===== src/rtl/imem_loader_pkg.sv =====
// Shared types and constants for the instruction-memory loader.
// IMEM_LOADER_CHECKSUM_EN adds the trailing checksum word and its CHECK state.
package imem_loader_pkg;

    localparam int BYTES_PER_WORD = 4;
    localparam int WORD_WIDTH     = 32;
    localparam int DEF_ADDR_WIDTH = 12;
    localparam int DEF_DEPTH      = 4096;

    typedef enum logic [2:0] {
        S_IDLE   = 3'd0,
        S_LOAD   = 3'd1,
`ifdef IMEM_LOADER_CHECKSUM_EN
        S_CHECK  = 3'd2,
`endif
        S_FINISH = 3'd3,
        S_DONE   = 3'd4
    } state_e;

    // Where the image phase hands over once the last word is in.
`ifdef IMEM_LOADER_CHECKSUM_EN
    localparam state_e S_POST_LOAD = S_CHECK;
`else
    localparam state_e S_POST_LOAD = S_FINISH;
`endif

endpackage


===== src/rtl/imem_loader_byte_packer.sv =====
// Packs accepted bytes little-endian into words; word_ready_o fires with the
// final byte so the full word is usable in the same cycle.
module byte_packer
    import imem_loader_pkg::*;
(
    input  logic                  clock,
    input  logic                  reset,
    input  logic [7:0]            byte_i,
    input  logic                  accept_i,
    input  logic                  clear_i,
    output logic [WORD_WIDTH-1:0] word_o,
    output logic                  word_ready_o
);

    localparam int IDX_W  = $clog2(BYTES_PER_WORD);
    localparam int LANE_W = (BYTES_PER_WORD - 1) * 8;
    localparam logic [IDX_W-1:0] LAST = IDX_W'(BYTES_PER_WORD - 1);

    logic [IDX_W-1:0]  idx_q, idx_d;
    logic [LANE_W-1:0] lanes_q, lanes_d;

    always_comb begin
        idx_d   = idx_q;
        lanes_d = lanes_q;
        if (clear_i) begin
            idx_d   = '0;
            lanes_d = '0;
        end else if (accept_i) begin
            idx_d = idx_q + 1'b1;
            if (idx_q != LAST) begin
                lanes_d[idx_q*8 +: 8] = byte_i;
            end
        end
    end

    always_ff @(posedge clock) begin
        if (reset) begin
            idx_q   <= '0;
            lanes_q <= '0;
        end else begin
            idx_q   <= idx_d;
            lanes_q <= lanes_d;
        end
    end

    assign word_o       = {byte_i, lanes_q};
    assign word_ready_o = accept_i & ~clear_i & (idx_q == LAST);

endmodule


===== src/rtl/imem_loader.sv =====
// Streams a byte image into instruction memory while holding the CPU in reset.
// IMEM_LOADER_CHECKSUM_EN appends a checksum word and exposes err.
module imem_loader
    import imem_loader_pkg::*;
#(
    parameter int ADDR_WIDTH = DEF_ADDR_WIDTH,
    parameter int DEPTH      = DEF_DEPTH
) (
    input  logic                  clock,
    input  logic                  reset,
    input  logic                  start,
    input  logic [ADDR_WIDTH:0]   word_count,
    input  logic                  byte_valid,
    input  logic [7:0]            byte_data,
    output logic                  byte_ready,
    output logic                  imem_wEn,
    output logic [ADDR_WIDTH-1:0] imem_addr,
    output logic [WORD_WIDTH-1:0] imem_dataIn,
    output logic                  cpu_reset,
    output logic                  busy,
`ifdef IMEM_LOADER_CHECKSUM_EN
    output logic                  done,
    output logic                  err
`else
    output logic                  done
`endif
);

    localparam int CW = ADDR_WIDTH + 1;

    state_e                state_q, state_d;
    logic [CW-1:0]         count_q, count_d;
    logic [CW-1:0]         words_q, words_d;
    logic                  wen_q, wen_d;
    logic [ADDR_WIDTH-1:0] waddr_q, waddr_d;
    logic [WORD_WIDTH-1:0] wdata_q, wdata_d;

    logic                  accept;
    logic                  pk_clear;
    logic                  pk_ready;
    logic [WORD_WIDTH-1:0] pk_word;
    logic [CW-1:0]         clamped;
    logic [CW-1:0]         words_inc;

`ifdef IMEM_LOADER_CHECKSUM_EN
    logic [WORD_WIDTH-1:0] sum_q, sum_d;
    logic                  err_q, err_d;
`endif

    assign accept    = byte_valid & byte_ready;
    assign clamped   = (word_count > CW'(DEPTH)) ? CW'(DEPTH) : word_count;
    assign words_inc = words_q + 1'b1;

    byte_packer u_packer (
        .clock        (clock),
        .reset        (reset),
        .byte_i       (byte_data),
        .accept_i     (accept),
        .clear_i      (pk_clear),
        .word_o       (pk_word),
        .word_ready_o (pk_ready)
    );

    always_comb begin
        state_d  = state_q;
        count_d  = count_q;
        words_d  = words_q;
        wen_d    = 1'b0;
        waddr_d  = waddr_q;
        wdata_d  = wdata_q;
        pk_clear = 1'b0;
`ifdef IMEM_LOADER_CHECKSUM_EN
        sum_d    = sum_q;
        err_d    = err_q;
`endif
        case (state_q)
            S_IDLE, S_DONE: begin
                if (start) begin
                    count_d  = clamped;
                    words_d  = '0;
                    waddr_d  = '0;
                    pk_clear = 1'b1;
`ifdef IMEM_LOADER_CHECKSUM_EN
                    sum_d    = '0;
                    err_d    = 1'b0;
`endif
                    state_d  = (clamped == '0) ? S_POST_LOAD : S_LOAD;
                end
            end
            S_LOAD: begin
                if (pk_ready) begin
                    wen_d   = 1'b1;
                    waddr_d = words_q[ADDR_WIDTH-1:0];
                    wdata_d = pk_word;
                    words_d = words_inc;
`ifdef IMEM_LOADER_CHECKSUM_EN
                    sum_d   = sum_q + pk_word;
`endif
                    if (words_inc == count_q) begin
                        state_d = S_POST_LOAD;
                    end
                end
            end
`ifdef IMEM_LOADER_CHECKSUM_EN
            S_CHECK: begin
                if (pk_ready) begin
                    err_d   = (pk_word != sum_q);
                    state_d = S_FINISH;
                end
            end
`endif
            S_FINISH: state_d = S_DONE;
            default:  state_d = S_IDLE;
        endcase
    end

    always_ff @(posedge clock) begin
        if (reset) begin
            state_q <= S_IDLE;
            count_q <= '0;
            words_q <= '0;
            wen_q   <= 1'b0;
            waddr_q <= '0;
            wdata_q <= '0;
`ifdef IMEM_LOADER_CHECKSUM_EN
            sum_q   <= '0;
            err_q   <= 1'b0;
`endif
        end else begin
            state_q <= state_d;
            count_q <= count_d;
            words_q <= words_d;
            wen_q   <= wen_d;
            waddr_q <= waddr_d;
            wdata_q <= wdata_d;
`ifdef IMEM_LOADER_CHECKSUM_EN
            sum_q   <= sum_d;
            err_q   <= err_d;
`endif
        end
    end

    assign imem_wEn    = wen_q;
    assign imem_addr   = waddr_q;
    assign imem_dataIn = wdata_q;
    assign done        = (state_q == S_DONE);

`ifdef IMEM_LOADER_CHECKSUM_EN
    assign byte_ready = (state_q == S_LOAD) || (state_q == S_CHECK);
    assign busy       = byte_ready || (state_q == S_FINISH);
    assign err        = err_q;
    // A failed checksum keeps the CPU parked even after the loader is done.
    assign cpu_reset  = busy | (done & err_q);
`else
    assign byte_ready = (state_q == S_LOAD);
    assign busy       = byte_ready || (state_q == S_FINISH);
    assign cpu_reset  = busy;
`endif

endmodule

===== config.mk =====
export PLATFORM = sky130hd
export DESIGN_NAME = imem_loader
export DESIGN_NICKNAME = d
export VERILOG_FILES = /design/src/rtl/imem_loader_pkg.sv /design/src/rtl/imem_loader_byte_packer.sv /design/src/rtl/imem_loader.sv
export SDC_FILE = /design/constraint.sdc
export NUM_CORES = 1
export LEC_CHECK = 0
export ABC_AREA = 1
export CORE_ASPECT_RATIO = 1.75
export CORE_MARGIN = 2
export CORE_UTILIZATION = 48
export DETAILED_ROUTE_END_ITERATION = 8
export PLACE_DENSITY_LB_ADDON = 0.2
export SYNTH_ARGS = -nofsm -noshare
export SYNTH_HDL_FRONTEND = slang
export SYNTH_SLANG_ARGS = --single-unit

===== constraint.sdc =====
create_clock -name clock -period 1.7 [get_ports clock]
set_clock_uncertainty 0.15 [all_clocks]
set_input_delay 0.255 -clock clock [delete_from_list [all_inputs] [get_ports clock]]
set_output_delay 0.255 -clock clock [all_outputs]
set_load 0.01 [all_outputs]

==> summary.txt, run 1 <==
Die
  – Row Count: 46
  – Initial Util: 48.8%
  – Die H: 130 um
  – Die width: 76.0 um
  – I/O pin count: 74
  – Core footprint: 8920 sq um
  – Die area: 9880 sq um

CTS
  – H-tree depth: 3
  – CTS tree: built
  – Clock Latency Late Sink: 350 ps
  – Clock buffer depth: 2
  – # clock sinks: 100
  – CTS Buf Count: 9
  – Hold_buf cts: 0
  – Clk slew on worst S/H paths: 70 ps
  – Clk Tree Root Cell: clkbuf_16

STA
  – Final hold slack: 314 ps
  – Endpoints failing setup: 54
  – Slew Limit Fails: 0
  – Measured slew at the worst slew-check pin: 337 ps
  – Fin crit period: 2070 ps
  – Fin crit share: 122%
  – Setup TNS: -4640 ps
  – Final setup margin: -366 ps
  – Slew HR: 77.5%
  – Achievable Freq: 484 MHz
  – Fin. Hold Viols: 0
  – RSZ-0062 raised after global routing: yes

Logic synthesis
  – Synth Net Count: 614
  – Synth warn: 0
  – Cells after Synth: 583
  – Synth top area cells: dfxtp_1, nor2_1, nand2_1, inv_1, o21ai_0
  – Post-synth top cells: nor2_1, dfxtp_1, nand2_1
  – Ys flop type: dfxtp_1
  – Most common cell in the netlist: nor2_1
  – Synth cell types: 36
  – Post-Syn Area per Cell: 7.47 sq um
  – Synth area leader: dfxtp_1
  – Asr flop ratio synth: 0%
  – Netlist Area Pre-Place: 4350 sq um
  – Post-synthesis sequential area ratio: 46.0%
  – EDFF count, synth: 0
  – Synth top area share: 46.0%
  – Flops & latches, synth: 100

Detailed routing
  – Iter 0 DRT Violations: 334
  – Post-DR vias/cell: 5.48
  – Routed wire per std cell: 16.8 um
  – TritonRoute pass-1 iters: 7
  – Vias: 4722
  – Detailed-route DRC error count: 0
  – Antenna-violating nets left: 0
  – Routed WL: 14400 um

Global route
  – First-pass GRT wire length: 22100 um
  – GRT overflow: 0
  – Largest net degree at the start of global routing: 40
  – Vias in the first global route: 4740
  – Global routing met3 resource utilization: 3.73%
  – Initial antenna violation count: 0
  – Met1 Usage GRT: 26.5%
  – Most Crowded Layer GR: met2
  – Total Routing Usage GR: 28.3%
  – Grt met2 use: 56.0%

Finish
  – Fillers: 640
  – Ratio of cells with drive above 1 in the final layout: 29.6%
  – Fin cells: 861
  – N_diodes: 0
  – Synth-to-layout area growth: 54.1%
  – Net count, final: 767

Pwr
  – Design internal power: 4210 uW
  – Pleak: 0.00277 uW
  – Clock Power Share: 42.0%
  – Psw: 1470 uW
  – Combinational share of power: 15.8%
  – Peak supply drop: 0.678 mV
  – Seq pwr share: 42.3%
  – Switching share of total power: 25.9%
  – Pwr/cell area: 848 nW/um^2

Worst setup path
  – End point of the critical path: state_q[2]
  – Crit path depth: 16
  – Worst path most repeated cell: nand2_1
  – Crit path cell chain: buf_4 > inv_2 > buf_4 > nand2_1 > nand2_1 > nor2_1 > nand3_1 > nor2_1 > nand3_1 > nor2_1 > nand3_1 > nand2_1 > nand2_2 > nand2_1 > nand2_1 > nor2_1
  – Slowest cell delay on critical path: 370 ps
  – R2R Setup Slk: -370 ps
  – CP bufs+invs: 3
  – Crit path kind: reg -> reg
  – Critical Path AT: 2200 ps
  – Worst r2r src: words_q[0]
  – Data required, critical path: 1830 ps
  – Reg2reg path depth: 16
  – Crit path from: words_q[0]
  – Reg-to-Reg End: state_q[2]
  – Crit-path max FO: 3
  – Worst setup SP type: register
  – Top delay family on crit path: simple AND/OR/NAND/NOR gates
  – Slowest-stage cell, CP: dfxtp_4
  – Crit end category: register

Placed design
  – Routability Congestion: 0.936
  – Placed instance count: 823
  – Port Buffer Count: 73
  – Hpwl dp: 9500 um

Outcome
  – Failing checks: setup timing
  – Run status: finished, violations left

Hold path
  – Worst Min Path Start: u_packer.lanes_q[7]
  – Hold Path Class: reg -> reg

Flow run
  – Max Cap Viol: 0
## per-layer routing
layer	vias up	part of all wire, %	wire length (um)
met5	-	0	0
met4	0	5.7	823
met3	59	4.0	576
met2	177	56	8090
met1	2242	34	4950
li1	2244	-	-
## worst min-delay path: stages (launching register included)
cell and delay [ps]:
dfxtp_1 310, nand2_1 60, a21oi_1 50
## power groups by stage
stage / clock (uW) / sequential [uW] / combinational (uW)
floorplan: 0 / 2450 / 346
global placement: 0 / 2460 / 635
detailed placement: 0 / 2460 / 645
CTS: 2390 / 2400 / 768
global route: 2490 / 2400 / 955
finish: 2390 / 2400 / 898
## cell type report
cell class	instances	area [sq um]	area share [%]
Tap cell	120	150	2.24
Inverter	58	264	3.94
Sequential cell	100	2020	30.0
Clock inverter	7	121	1.81
Timing Repair Buffer	169	1550	23.0
Multi-Input combinational cell	398	2390	35.6
Clock buffer	9	225	3.36
## cells in the final DEF (no fill, tap or decap), types with 12 or more instances in the layout
master	synthesis	layout
a21oi_1	34	21
nand2_2	1	20
nand4_1	22	22
inv_1	55	43
dfxtp_1	100	93
a21oi_2	0	13
a22oi_2	4	12
o21ai_0	39	37
nand3_1	38	30
buf_4	3	78
clkdlybuf4s50_1	0	63
buf_6	2	14
nand2_1	99	75
nor2_1	105	99
## stage by stage
step	worst slack [ps]	power [uW]	area [sq um]	util, %
floorplan	-73.7	2800	4390	-
global placement	-413	3090	5730	64.2
detailed placement	-456	3100	5730	64.2
CTS	-229	5560	6400	71.7
global route	-517	5850	6710	75.2
finish	-366	5690	6710	75.2
## repair_timing
item	in CTS	in global routing
setup buffers	9	14
cloned	3	0
resized for setup	82	68
pin swaps	18	34
setup endpoints to repair	60	93
## logic make-up (layout without fill, tap and decap cells)
group	count (synthesis)	count (layout)	share of synthesized area, %
DFF	100	100	46.0
and+or+nand+nor	283	283	28.5
adders and majority gates	6	6	1.72
AOI/OAI and AO/OA	109	109	15.7
buffers and inverters	85	243	8.13
## registers in the layout (all words and copies together), names as in the netlist
signal and count:
imem_dataIn 32, state_q 3, u_packer.lanes_q 24, u_packer.idx_q 2, count_q 13, imem_addr 12
words_q 13, imem_wEn 1
## worst min path at each step
stage	to	slack, ps	depth (start not counted)
2_1_floorplan	imem_dataIn[24]	240	2
3_3_place_gp	u_packer.lanes_q[1]	300	2
3_5_place_dp	u_packer.lanes_q[3]	310	2
4_1_cts	count_q[6]	300	4
5_1_grt	count_q[6]	320	4
6_report	u_packer.lanes_q[7]	310	2
(Power assumes the default switching activity.)
==> run 2: changes to the inputs <==
--- a/config.mk
+++ b/config.mk
@@ -13,4 +13,5 @@
 export PLACE_DENSITY_LB_ADDON = 0.2
 export SYNTH_ARGS = -nofsm -noshare
 export SYNTH_HDL_FRONTEND = slang
+export SYNTH_HIERARCHICAL = 1
 export SYNTH_SLANG_ARGS = --single-unit
==> summary.txt, run 2 <==
Finish
  – Synth-to-layout area growth: 48.5% (was 54.1%)
  – Fillers: 715 (was 640)
  – N_diodes: 0 (unchanged)
  – Max reg flops: 32 (unchanged)
  – Commonest non-fill, non-tap cell in the layout: nand2_1 (was nor2_1)
  – Net count, final: 813 (was 767)
  – Most frequent cells in the layout: nand2_1, dfxtp_1, nor2_1 (was nor2_1, dfxtp_1, buf_4)
  – Ratio of cells with drive above 1 in the final layout: 26.0% (was 29.6%)
  – Fin cells: 907 (was 861)
  – Post-route cell area: 6710 sq um (about the same)

Outcome
  – Failing checks: setup timing (unchanged)
  – Run status: finished, violations left (unchanged)

Hold path
  – Hold Path Class: reg -> reg (unchanged)

Detailed routing
  – Routed wire per std cell: 15.7 um (was 16.8 um)
  – Antenna-violating nets left: 0 (unchanged)
  – Post-DR vias/cell: 5.37 (was 5.48)
  – TritonRoute pass-1 iters: 5 (was 7)
  – Detailed-route DRC error count: 0 (unchanged)
  – Iter 0 DRT Violations: 240 (was 334)
  – Vias: 4868 (was 4722)
  – Routed WL: 14300 um (was 14400 um)

Global route
  – Initial antenna violation count: 0 (unchanged)
  – Vias in the first global route: 4952 (was 4740)
  – Total Routing Usage GR: 28.2% (was 28.3%)
  – GRT overflow: 0 (unchanged)
  – First-pass GRT wire length: 23000 um (was 22100 um)
  – Largest net degree at the start of global routing: 38 (was 40)

Pwr
  – Total power: 5930 uW (was 5690 uW)
  – Switching share of total power: 27.7% (was 25.9%)
  – Pwr/cell area: 883 nW/um^2 (was 848 nW/um^2)
  – Design internal power: 4290 uW (was 4210 uW)
  – Clock Power Share: 36.6% (was 42.0%)
  – Peak supply drop: 0.604 mV (was 0.678 mV)
  – Combinational share of power: 20.9% (was 15.8%)
  – Psw: 1640 uW (was 1470 uW)
  – Seq pwr share: 42.5% (was 42.3%)
  – Pleak: 0.00275 uW (was 0.00277 uW)

Worst setup path
  – Reg-to-Reg End: words_q[0] (was state_q[2])
  – Crit-path max FO: 18 (was 3)
  – Crit end category: register (unchanged)
  – Critical Path AT: 2120 ps (was 2200 ps)
  – Worst setup SP type: register (unchanged)
  – Worst r2r src: state_q[1] (was words_q[0])
  – Reg2reg path depth: 13 (was 16)
  – End point of the critical path: words_q[0] (was state_q[2])
  – R2R Setup Slk: -290 ps (was -370 ps)
  – Crit path from: state_q[1] (was words_q[0])
  – Crit path kind: reg -> reg (unchanged)
  – Data required, critical path: 1840 ps (was 1830 ps)

CTS
  – Clk slew on worst S/H paths: 70 ps (about the same)
  – # clock sinks: 100 (unchanged)
  – H-tree depth: 3 (unchanged)
  – Clock Latency Late Sink: 340 ps (was 350 ps)
  – CTS Buf Count: 9 (unchanged)
  – Clk Tree Root Cell: clkbuf_16 (unchanged)
  – Clock buffer depth: 2 (unchanged)
  – CTS tree: built (unchanged)

Placed design
  – Area after DPL: 5900 sq um (was 5730 sq um)
  – Placed instance count: 875 (was 823)
  – Dpl ws: -415 ps (was -456 ps)
  – Port Buffer Count: 73 (unchanged)
  – Routability Congestion: 0.886 (was 0.936)
  – Hpwl dp: 9050 um (was 9500 um)

Logic synthesis
  – Synth Area in Adders: 1.66% (was 1.72%)
  – Combinational family with the most area after synthesis: simple AND/OR/NAND/NOR gates (unchanged)
  – Synth area leader: dfxtp_1 (unchanged)
  – Post-Syn Area per Cell: 7.03 sq um (was 7.47 sq um)
  – Flops & latches, synth: 100 (unchanged)
  – Ys flop type: dfxtp_1 (unchanged)
  – Synth top area cells: dfxtp_1, nand2_1, nor2_1, a21oi_1, nand3_1 (was dfxtp_1, nor2_1, nand2_1, inv_1, o21ai_0)
  – Asr flop ratio synth: 0% (unchanged)
  – Most common cell in the netlist: nand2_1 (was nor2_1)
  – Xor/xnor cell area share of the yosys netlist: 1.08% (was 0%)
  – Simple-gate share of the synthesized area: 31.5% (was 28.5%)
  – Post-synth top cells: nand2_1, nor2_1, dfxtp_1 (was nor2_1, dfxtp_1, nand2_1)
  – Synth top area share: 44.3% (was 46.0%)
  – Synth Net Count: 674 (was 614)
  – Post-synthesis sequential area ratio: 44.3% (was 46.0%)
  – Synth Area in Compound Gates: 12.4% (was 15.7%)
  – EDFF count, synth: 0 (unchanged)
  – Synth cell types: 31 (was 36)
  – Mux cell area share after synthesis: 0% (unchanged)
  – Netlist Area Pre-Place: 4520 sq um (was 4350 sq um)
  – Cells after Synth: 643 (was 583)
  – Synth warn: 6 (was 0)

Die
  – Row Count: 46 (unchanged)
  – Initial Util: 49.7% (was 48.8%)
  – Die width: 77.4 um (was 76.0 um)
  – Die area: 10200 sq um (was 9880 sq um)
  – Die H: 132 um (was 130 um)
  – Core footprint: 9090 sq um (was 8920 sq um)
  – I/O pin count: 74 (unchanged)

STA
  – Achievable Freq: 503 MHz (was 484 MHz)
  – RSZ-0062 raised after global routing: yes (unchanged)
  – Fin. Hold Viols: 0 (unchanged)
  – Slew Limit Fails: 0 (unchanged)
  – Fin crit period: 1990 ps (was 2070 ps)
  – Final setup margin: -286 ps (was -366 ps)
  – Slew HR: 71.4% (was 77.5%)
  – Setup TNS: -17030 ps (was -4640 ps)
  – Endpoints failing setup: 78 (was 54)
  – Measured slew at the worst slew-check pin: 429 ps (was 337 ps)
  – Fin crit share: 117% (was 122%)

Flow run
  – Max Cap Viol: 0 (unchanged)
==> run 2: changes by cell type in the layout (fill, tap and decap cells not counted), moves of 6 or more <==
cell           before  now
nor2_1             99   88
o32ai_1             9    0
nand4_1            22   14
nand2_1            75  125
a21oi_1            21   49
nand3_1            30   42
a22oi_2            12    0
o21ai_1             2   10
dlygate4sd2_1       7    0
buf_6              14    8
==> run 2: final cells by class <==
cell class / instances / area (sq um) / area share [%]
Clock buffer: 10 / 250 / 3.73
Clock inverter: 6 / 68.8 / 1.03
Inverter: 60 / 238 / 3.54
Multi-Input combinational cell: 449 / 2440 / 36.4
Sequential cell: 100 / 2020 / 30.1
Tap cell: 120 / 150 / 2.24
Timing Repair Buffer: 162 / 1540 / 23.0
==> run 2: timing repair <==
item | in CTS | in global routing
setup buffers | 11 | 2
setup endpoints to repair | 92 | 104
hold buffers | 0 | 0
pin swaps | 22 | 9
cloned | 4 | 0
gates resized for setup | 74 | 33
==> run 2: through the flow <==
stage / utilization (%) / hold WS (ps)
final: 73.8 / 316
after global routing: 73.8 / 344
after CTS: 72.4 / 320
after detailed placement: 64.9 / 308
after global placement: 64.9 / 301
after floorplan: - / 264
==> run 2: layer usage <==
| layer | wire length (um) | vias to the layer above | global-route usage (%) |
|---|---|---|---|
| met5 | 0 | - | 0 |
| met4 | 567 | 0 | 15.1 |
| met3 | 735 | 48 | 5.14 |
| met2 | 8010 | 191 | 54.2 |
| met1 | 4970 | 2285 | 27.6 |
| li1 | - | 2344 | - |
==> run 2: how the worst min path moves through the flow <==
stage / end / cells past startpoint / startpoint
2_1_floorplan: state_q[0] / 2 / start
3_3_place_gp: imem_addr[8] / 2 / imem_addr[8]
3_5_place_dp: imem_dataIn[11] / 2 / u_packer/lanes_q[11]
4_1_cts: imem_addr[2] / 2 / imem_addr[2]
5_1_grt: imem_addr[2] / 2 / imem_addr[2]
6_report: imem_addr[2] / 2 / imem_addr[2]
==> run 2: cell families (layout without fill, tap and decap cells) <==
logic type	after synthesis	after routing
compound gates	110	110
flops	100	100
simple gates	329	329
buf+inv	94	238
xor+xnor	4	4
fa+ha+maj	6	6
==> run 2: power by group through the flow <==
stage	Combinational (uW)	Clock [uW]	Sequential, uW
after detailed placement	975	0	2570
after global routing	1330	2290	2530
final	1240	2170	2520
after CTS	1180	2190	2520
after global placement	959	0	2570
after floorplan	480	0	2600
==> run 2: worst max-delay path: stages (launching register included) <==
cell      delay (ps)
dfxtp_2          360
nor3_4           190
inv_2             70
nor2_4           140
inv_4             40
nor3_2           120
o22ai_2          120
nor2_4           140
buf_6            130
clkinv_4          70
buf_12           150
a21oi_1          110
o21ai_1           80
inv_1             50
==> patch: new RTL, settings of run 2 <==
Encoding of `state_e`: now Gray code (2 bits for 4 states).
--- a/src/rtl/imem_loader_pkg.sv
+++ b/src/rtl/imem_loader_pkg.sv
@@ -8,12 +8,12 @@
     localparam int DEF_DEPTH      = 4096;
 
-    typedef enum logic [2:0] {
-        S_IDLE   = 3'd0,
-        S_LOAD   = 3'd1,
+    typedef enum logic [1:0] {
+        S_IDLE   = 2'b00,
+        S_LOAD   = 2'b01,
 `ifdef IMEM_LOADER_CHECKSUM_EN
         S_CHECK  = 3'd2,
 `endif
-        S_FINISH = 3'd3,
-        S_DONE   = 3'd4
+        S_FINISH = 2'b11,
+        S_DONE   = 2'b10
     } state_e;
 
Function: same outputs for any inputs over 10 cycles, from zero or initial values and one cycle with reset high; not proved beyond that.
==> patch against run 2 <==
The run still ends with setup timing left. Final area is 12% higher. Combinational power is 40% lower. Worst setup slack worse by 0.13 ns. Wire length is 29% higher. Power is 12% lower. Sequential cell count is 1 lower. Area after synthesis is 1.1% lower. Highest routed layer unchanged.
==> patch: results (changes against run 2) <==
post_cts_resized: 65  # -12%
grt_util_all_layers_pct: 30.5  # +2.3 points
p_leak_nw: 3.22  # +17%
cts_buffers: 9  # unchanged
vdd_drop_max_mv: 0.826  # +37%
wirelength_microns: 18400  # +29%
cp.arrival_ns: 2.25  # +0.13 ns
hold_class: "in -> reg"
synth_xor_area_share_pct: 0  # -1.1 points
postPlaceCellArea_sq_um: 5920  # +0.38%
grtUsageMet2_pct: 57.7  # +3.5 points
max-slew-margin-rel_pct: 72.9  # +1.5 points
via_per_inst: 5.72  # +6.6%
top_layer: "met4"
synth-compound-area-share_pct: 14.0  # +1.5 points
worst_slack_ns: -0.421  # -0.135 ns
synthTopCellsByCount: "nand2_1 (127), nor2_1 (102), dfxtp_1 (99), a21oi_1 (58), inv_1 (53)"
drt_iter0_drc: 408  # +70%
grt_pass1_vias: 5093  # +2.8%
nFillCells: 516  # -28%
internal_power_w: 0.00383  # -11%
synth_cells: 632  # -1.7%
wl_met2_microns: 9720  # +21%
r2r_end: "state_q[1]"
grt_first_pass_wirelength_microns: 24300  # +5.5%
fin_nets: 841  # +3.4%
met1_length_microns: 5810  # +17%
setup_tns_ns: -21.81  # -4.78 ns
grt_use_met1_pct: 28.4  # +0.76 points
final_cells: 935  # +3.1%
violations: "setup timing"
post-place-ws_ns: -0.486  # -0.0712 ns
synth_nets: 663  # -1.6%
dr_wl_met3_microns: 1140  # +56%
yosys-top-cells-area: "dfxtp_1 (44%), nand2_1 (11%), nor2_1 (8.6%), a21oi_1 (6.5%), nand3_1 (5.5%)"
cts_setup_buffers: 15  # +4
dp.cells: 876  # +0.11%
setup-violations-final: 78  # unchanged
critPathMaxFanout: 2  # -16
synthAdderAreaFrac_pct: 1.68  # +0.019 points
grt_util_met3_pct: 5.49  # +0.36 points
gp_congestion: 0.944  # +6.5%
synth.distinct_cells: 29  # -6.5%
grt_max_degree: 34  # -11%
outcome: "finished, violations left"
dp_hpwl_microns: 9760  # +7.9%
fin_util_pct: 83.1  # +9.2 points
crit_slowest_cell: "dfxtp_1"
seq_area_frac_synth_pct: 44.3  # +0.060 points
drive_above_1_share_pct: 35.8  # +9.8 points
patch: cell count changes after synthesis, sizes merged, moves of 3 or more:
cell	delta
clkbuf	+6
o31ai	+4
nand3	+3
a211oi	+11
buf	-8
nand2	-15
a21oi	-4
o21ai	-4
or2	-3
xor2	-3
patch: cell type report:
type                    count  share of cell area [%]
multi-input cells         439                    36.3
repair buffers            195                    26.9
flip-flops and latches     99                    26.5
inverters                  63                    3.72
clock buffers              10                    3.05
well taps                 120                    2.00
clock inverters             6                   0.983
repair inverters            3                   0.567
patch: logic make-up (layout without fill, tap and decap cells):
| logic type | Yosys count | count (layout) |
|---|---|---|
| AO/OA/AOI/OAI | 116 | 116 |
| AND/OR/NAND/NOR | 316 | 317 |
| buffers and inverters | 95 | 277 |
| adder cells (fa/ha/maj) | 6 | 6 |
| flip-flops | 99 | 99 |
patch: how the worst min path moves through the flow:
stage               slack, ns            from  cells past startpoint            to
CTS                      0.31    imem_addr[9]                      2  imem_addr[9]
floorplan                0.25  word_count[10]                      2   count_q[10]
global placement         0.30    imem_addr[5]                      2  imem_addr[5]
finish                   0.24   word_count[7]                      4    count_q[7]
global route             0.25   word_count[7]                      4    count_q[7]
detailed placement       0.30    imem_addr[9]                      2  imem_addr[9]
patch: power by group through the flow:
| stage | logic [W] | registers [W] | clock network (W) |
|---|---|---|---|
| 2_1_floorplan | 0.000261 | 0.00242 | 0 |
| 3_3_place_gp | 0.000498 | 0.00242 | 0 |
| 3_5_place_dp | 0.000505 | 0.00243 | 0 |
| 4_1_cts | 0.000563 | 0.00237 | 0.00210 |
| 5_1_grt | 0.000775 | 0.00238 | 0.00223 |
| 6_report | 0.000744 | 0.00238 | 0.00211 |
